<file path="config.mk">
export PLATFORM = sky130hd
export DESIGN_NAME = ps2_host_tx
export DESIGN_NICKNAME = d
export VERILOG_FILES = /design/src/rtl/ps2_host_tx.sv
export SDC_FILE = /design/constraint.sdc
export NUM_CORES = 1
export LEC_CHECK = 0
export CAP_MARGIN = 20
export CORE_ASPECT_RATIO = 1.4
export CORE_MARGIN = 2
export CORE_UTILIZATION = 55
export DETAILED_ROUTE_END_ITERATION = 12
export HOLD_SLACK_MARGIN = 0.05
export PLACE_DENSITY = 0.89
export REMOVE_ABC_BUFFERS = 1
export SKIP_LAST_GASP = 1
export SLEW_MARGIN = 20
export SYNTH_ARGS = -nofsm -noshare
export SYNTH_HDL_FRONTEND = slang
export SYNTH_SLANG_ARGS = --single-unit
</file>
<file path="constraint.sdc">
create_clock -name clock -period 3.56 [get_ports clock]
set_clock_uncertainty 0.15 [all_clocks]
set_input_delay 1.068 -clock clock [delete_from_list [all_inputs] [get_ports clock]]
set_output_delay 1.068 -clock clock [all_outputs]
set_load 0.1 [all_outputs]
</file>
<file path="src/rtl/ps2_host_tx.sv">
// ps2_host_tx: host-to-device PS/2 transmitter (keyboard command send side).
// Drives the shared ps2_clock/ps2_data lines open-drain through *_oe
// (1 = pull low, 0 = release); the top level resolves each pin as oe ? 0 : z.
//
// Ports:
//   clock, reset        system clock, synchronous active-high reset
//   tx_valid, tx_data   command byte offer; accepted when tx_valid && tx_ready
//   tx_ready            high only while idle
//   busy                high whenever a frame is in progress
//   ps2_clk_in/dat_in   raw (asynchronous) pin levels
//   ps2_clk_oe/dat_oe   1 = pull the corresponding line low
//   tx_done             one-cycle pulse, frame acknowledged by the device
//   tx_error            one-cycle pulse, frame failed
//   tx_err_code         valid with tx_error: 01 = timeout, 10 = NACK
//
// Optional build macro PS2_TX_TIMEOUT_EN adds a watchdog on device clock edges
// during SEND/ACK/WAIT_IDLE; without it the FSM waits indefinitely.

module ps2_host_tx #(
    parameter int unsigned INHIBIT_CYCLES     = 5000,
    parameter int unsigned START_SETUP_CYCLES = 50,
    parameter int unsigned TIMEOUT_CYCLES     = 750000
) (
    input  logic       clock,
    input  logic       reset,
    input  logic       tx_valid,
    input  logic [7:0] tx_data,
    output logic       tx_ready,
    output logic       busy,
    input  logic       ps2_clk_in,
    input  logic       ps2_dat_in,
    output logic       ps2_clk_oe,
    output logic       ps2_dat_oe,
    output logic       tx_done,
    output logic       tx_error,
    output logic [1:0] tx_err_code
);

    localparam int unsigned CNT_MAX = (INHIBIT_CYCLES > START_SETUP_CYCLES) ?
                                      INHIBIT_CYCLES : START_SETUP_CYCLES;
    localparam int unsigned CNT_W   = (CNT_MAX > 1) ? $clog2(CNT_MAX) : 1;
    localparam int unsigned FRAME_W = 10;
    localparam int unsigned BIT_W   = 4;

    localparam logic [1:0] ERR_TIMEOUT = 2'b01;
    localparam logic [1:0] ERR_NACK    = 2'b10;

    typedef enum logic [2:0] {
        ST_IDLE,
        ST_INHIBIT,
        ST_REQ,
        ST_SEND,
        ST_ACK,
        ST_WAIT_IDLE
    } state_e;

    state_e               state_q, state_d;
    logic [CNT_W-1:0]     cnt_q, cnt_d;
    logic [FRAME_W-1:0]   frame_q, frame_d;
    logic [BIT_W-1:0]     bit_cnt_q, bit_cnt_d;

    logic                 tx_ready_q, tx_ready_d;
    logic                 busy_q, busy_d;
    logic                 clk_oe_q, clk_oe_d;
    logic                 dat_oe_q, dat_oe_d;
    logic                 done_q, done_d;
    logic                 error_q, error_d;
    logic [1:0]           err_code_q, err_code_d;

    // Two-stage synchronizers plus one extra clock stage for edge detection.
    logic                 clk_meta_q, clk_s_q, clk_prev_q;
    logic                 dat_meta_q, dat_s_q;
    logic                 fall_c;

    assign fall_c = clk_prev_q & ~clk_s_q;

`ifdef PS2_TX_TIMEOUT_EN
    localparam int unsigned WDOG_W = (TIMEOUT_CYCLES > 1) ? $clog2(TIMEOUT_CYCLES) : 1;
    logic [WDOG_W-1:0]    wdog_q, wdog_d;
`else
    logic                 unused_timeout;
    assign unused_timeout = |TIMEOUT_CYCLES;
`endif

    // Next-state, datapath and registered-output computation.
    always_comb begin
        state_d    = state_q;
        cnt_d      = cnt_q;
        frame_d    = frame_q;
        bit_cnt_d  = bit_cnt_q;
        dat_oe_d   = dat_oe_q;
        done_d     = 1'b0;
        error_d    = 1'b0;
        err_code_d = 2'b00;

        case (state_q)
            ST_IDLE: begin
                if (tx_valid && tx_ready_q) begin
                    // Frame shifts out LSB first: D0..D7, odd parity, stop.
                    frame_d   = {1'b1, ~^tx_data, tx_data};
                    bit_cnt_d = '0;
                    cnt_d     = '0;
                    state_d   = ST_INHIBIT;
                end
            end
            ST_INHIBIT: begin
                if (cnt_q == CNT_W'(INHIBIT_CYCLES - 1)) begin
                    cnt_d   = '0;
                    state_d = ST_REQ;
                end else begin
                    cnt_d = cnt_q + CNT_W'(1);
                end
            end
            ST_REQ: begin
                if (cnt_q == CNT_W'(START_SETUP_CYCLES - 1)) begin
                    cnt_d   = '0;
                    state_d = ST_SEND;
                end else begin
                    cnt_d = cnt_q + CNT_W'(1);
                end
            end
            ST_SEND: begin
                if (fall_c) begin
                    dat_oe_d  = ~frame_q[0];
                    frame_d   = {1'b1, frame_q[FRAME_W-1:1]};
                    bit_cnt_d = bit_cnt_q + BIT_W'(1);
                    if (bit_cnt_q == BIT_W'(FRAME_W - 1)) begin
                        state_d = ST_ACK;
                    end
                end
            end
            ST_ACK: begin
                if (fall_c) begin
                    if (!dat_s_q) begin
                        state_d = ST_WAIT_IDLE;
                    end else begin
                        error_d    = 1'b1;
                        err_code_d = ERR_NACK;
                        state_d    = ST_IDLE;
                    end
                end
            end
            ST_WAIT_IDLE: begin
                if (clk_s_q && dat_s_q) begin
                    done_d  = 1'b1;
                    state_d = ST_IDLE;
                end
            end
            default: begin
                state_d = ST_IDLE;
            end
        endcase

`ifdef PS2_TX_TIMEOUT_EN
        // Watchdog: cleared by every device fall and every state change.
        wdog_d = '0;
        if (state_q == ST_SEND || state_q == ST_ACK || state_q == ST_WAIT_IDLE) begin
            if (wdog_q == WDOG_W'(TIMEOUT_CYCLES - 1)) begin
                state_d    = ST_IDLE;
                done_d     = 1'b0;
                error_d    = 1'b1;
                err_code_d = ERR_TIMEOUT;
            end else if (!fall_c && state_d == state_q) begin
                wdog_d = wdog_q + WDOG_W'(1);
            end
        end
`endif

        // Line drives follow the state being entered so they update with it.
        clk_oe_d = (state_d == ST_INHIBIT) || (state_d == ST_REQ);
        if (state_d == ST_REQ) begin
            dat_oe_d = 1'b1;
        end else if (state_d != ST_SEND) begin
            dat_oe_d = 1'b0;
        end
        tx_ready_d = (state_d == ST_IDLE);
        busy_d     = (state_d != ST_IDLE);
    end

    // State, datapath, synchronizer and output registers.
    always_ff @(posedge clock) begin
        if (reset) begin
            state_q    <= ST_IDLE;
            cnt_q      <= '0;
            frame_q    <= '0;
            bit_cnt_q  <= '0;
            tx_ready_q <= 1'b1;
            busy_q     <= 1'b0;
            clk_oe_q   <= 1'b0;
            dat_oe_q   <= 1'b0;
            done_q     <= 1'b0;
            error_q    <= 1'b0;
            err_code_q <= 2'b00;
            clk_meta_q <= 1'b1;
            clk_s_q    <= 1'b1;
            clk_prev_q <= 1'b1;
            dat_meta_q <= 1'b1;
            dat_s_q    <= 1'b1;
`ifdef PS2_TX_TIMEOUT_EN
            wdog_q     <= '0;
`endif
        end else begin
            state_q    <= state_d;
            cnt_q      <= cnt_d;
            frame_q    <= frame_d;
            bit_cnt_q  <= bit_cnt_d;
            tx_ready_q <= tx_ready_d;
            busy_q     <= busy_d;
            clk_oe_q   <= clk_oe_d;
            dat_oe_q   <= dat_oe_d;
            done_q     <= done_d;
            error_q    <= error_d;
            err_code_q <= err_code_d;
            clk_meta_q <= ps2_clk_in;
            clk_s_q    <= clk_meta_q;
            clk_prev_q <= clk_s_q;
            dat_meta_q <= ps2_dat_in;
            dat_s_q    <= dat_meta_q;
`ifdef PS2_TX_TIMEOUT_EN
            wdog_q     <= wdog_d;
`endif
        end
    end

    assign tx_ready    = tx_ready_q;
    assign busy        = busy_q;
    assign ps2_clk_oe  = clk_oe_q;
    assign ps2_dat_oe  = dat_oe_q;
    assign tx_done     = done_q;
    assign tx_error    = error_q;
    assign tx_err_code = err_code_q;

endmodule

</file>
==> qor.txt <==
Warnings, synthesis: 0
CTS Buf Count: 5
DRT antenna net count: 0
Area Growth Syn to Fin: 13.9%
Final Critical Period: 2.54 ns
IO buf count: 19
critical path launch point type: primary input
Die Span Y: 75.4 um
wire length after detailed routing: 3900 um
Vias: 1626
total negative slack: 0 ns
gpl congestion: 0.789
CP cell instances: clkdlybuf4s50_1, nand4bb_1, o22ai_1, buf_4, nand4_1, xor2_1, nor3_1
Seq cells post-synth: 41
final setup vio count: 0
clk_lat worst skew: 0.30 ns
clock buffer depth: 2
vias per cell: 5.79
CTS sink count: 41
post-synthesis sequential area ratio: 0.409
P per Cell Area: 438 nW/um^2
min-delay worst type: flip-flop to flip-flop
max-cap viol count: 0
mean post-synth cell area: 8.91 um^2
Antenna diodes: 0
final hold vios: 0
HPWL Detailed: 2740 um
Crit path largest cell delay: 0.49 ns
Peak VDD IR: 432 uV
post-CTS sizing: 0
Least-Margin Pin Slew: 0.766 ns
Avg WL per Cell: 13.9 um
initial antenna violation count: 0
CTS Root Cell: clkbuf_8
H-tree levels: 2
Pleak: 0.833 nW
drt pass-1 iters: 4
core box area: 3440 um^2
Yosys top cell area share: 0.409
Row Count: 25
Post-synth EDFFs: 0
ys flop type: dfxtp_1
Yosys cell types: 53
Yosys top cell by area: dfxtp_1
Post-CTS Setup Bufs: 0
Die Width: 55.0 um
CTS Hold Bufs: 0
Initial Utilization: 0.583
Max Slew Vio Count: 0
setup repair after global routing missed its margin: false
Critical Path End Type: flip-flop
final core occ: 0.663
status: finished clean
first-pass GRT wire length: 6490 um
Worst path slowest cell: clkdlybuf4s50_1
Syn Inst Count: 225
GRT Total Usage: 0.214
share of layout cells above drive strength 1: 0.166
# IOs: 21
largest net degree at the start of global routing: 34
initial DRC count: 48
WS Path Type: primary input to flip-flop
Worst-path clk slew: 0.08 ns
Cell Area, Synth: 2000 um^2
Worst Path Max Fanout: 24
Worst slew margin: 0.488
Req. time, crit path: 3.63 ns
vias in the first global route: 1526
gr ovfl total: 0
DRC violations left: 0
asr flop ratio synth: 0
Max Fclk: 394 MHz
die area: 4150 um^2
layout net count: 257
Synth area leaders: dfxtp_1 41%, nor2_1 4.9%, a311oi_1 3.9%, nand2_1 3.9%, xor2_1 3.9%
TritonCTS clock tree: done
period utilization: 0.713
Critical Path AT: 2.60 ns
-- state kept, by name, summed over array words and instances (netlist names), 3 cells and up --
| register | cells |
|---|---|
| cnt_q | 13 |
| frame_q | 10 |
| bit_cnt_q | 4 |
| state_q | 3 |
-- worst max-delay path: cells and delay by family --
kind,cells,cell delay [ns]
AO/OA/AOI/OAI,1,0.17
XOR/XNOR,1,0.15
buffers and inverters,2,0.77
AND/OR/NAND/NOR,3,0.44
-- placed cells by master, fill, tap and decap left out, types with 3 or more instances in the layout --
cell	count
clkbuf_8	7
nor2b_1	3
nand3_1	13
dfxtp_1	41
buf_4	10
nor3_1	3
a31oi_1	4
nand2_1	21
or3b_1	3
clkdlybuf4s50_1	12
ha_1	4
a311oi_1	9
inv_1	4
or2_2	5
nor2_2	7
a21oi_1	5
xnor2_1	7
nand3b_1	4
nand4_1	5
nor2_1	26
xor2_1	9
-- synthesized netlist by cell type (2+ instances only) --
library cell / number
or3b_1: 3
nor3b_2: 2
a21oi_1: 5
or3_1: 2
clkbuf_1: 10
nand3b_1: 4
dfxtp_1: 41
nand2_1: 21
nand3_1: 13
buf_4: 2
a21o_1: 2
nand4bb_1: 2
nor3_1: 3
nand4b_1: 2
nor2_2: 7
a31oi_1: 4
nor2_1: 26
nand4_1: 5
a311oi_1: 9
ha_1: 4
nor2b_1: 3
and3_1: 2
inv_1: 4
xnor2_1: 7
or2_2: 5
xor2_1: 9
and4_1: 2
-- power by group --
| group | internal (mW) | switching (mW) | total [mW] |
|---|---|---|---|
| clock network | 0.175 | 0.158 | 0.333 |
| logic | 0.0653 | 0.101 | 0.166 |
| registers | 0.481 | 0.0192 | 0.500 |
| total | 0.721 | 0.278 | 0.999 |
-- logic make-up after synthesis --
logic type               after synthesis  synth area share
other                                  1           0.00187
buffers and inverters                 18            0.0418
AO/OA/AOI/OAI                         34             0.143
multiplexers                           1           0.00562
AND/OR/NAND/NOR                      110             0.303
XOR/XNOR                              16            0.0699
adder cells (fa/ha/maj)                4            0.0250
flip-flops                            41             0.409
-- per-layer routing --
metal / track usage / share of wire / routed length [um] / up-vias
met5: 0 / 0 / 0 / -
met4: 0.0840 / 0.0069 / 27 / 0
met3: 0.0549 / 0.032 / 126 / 5
met2: 0.389 / 0.54 / 2090 / 31
met1: 0.229 / 0.42 / 1660 / 768
li1: - / - / - / 822
-- worst paths after layout --
kind | slack (ns) | cells past startpoint | start | to
worst min register to register | 0.27 | 1 | dat_meta_q | dat_s_q
worst max-delay path | 1.02 | 7 | tx_valid | bit_cnt_q[3]
worst min-delay path | 0.27 | 1 | dat_meta_q | dat_s_q
worst max register to register | 1.04 | 6 | state_q[0] | bit_cnt_q[3]
-- final cells by class --
class                      instances  area, um^2
multi-input combinational        166        1100
tap                               40        50.0
clock buffer                       7        96.3
fill                             281        1160
sequential                        41         821
clock inverter                     1        5.00
timing repair buffer              22         195
inverter                           4        15.0
-- per-stage QoR --
step | area (um^2) | worst slack, ns | std cells | power (mW) | hold slack (ns)
after global placement | 2180 | 0.806 | 273 | 0.670 | 0.246
after detailed placement | 2180 | 0.701 | 273 | 0.676 | 0.254
after CTS | 2280 | 1.03 | 281 | 1.00 | 0.272
after floorplan | 1940 | 0.713 | 211 | 0.626 | 0.239
after global routing | 2280 | 0.795 | 281 | 1.04 | 0.285
final | 2280 | 1.02 | 281 | 0.999 | 0.267
Note: power is estimated with default switching activity, not from simulation.
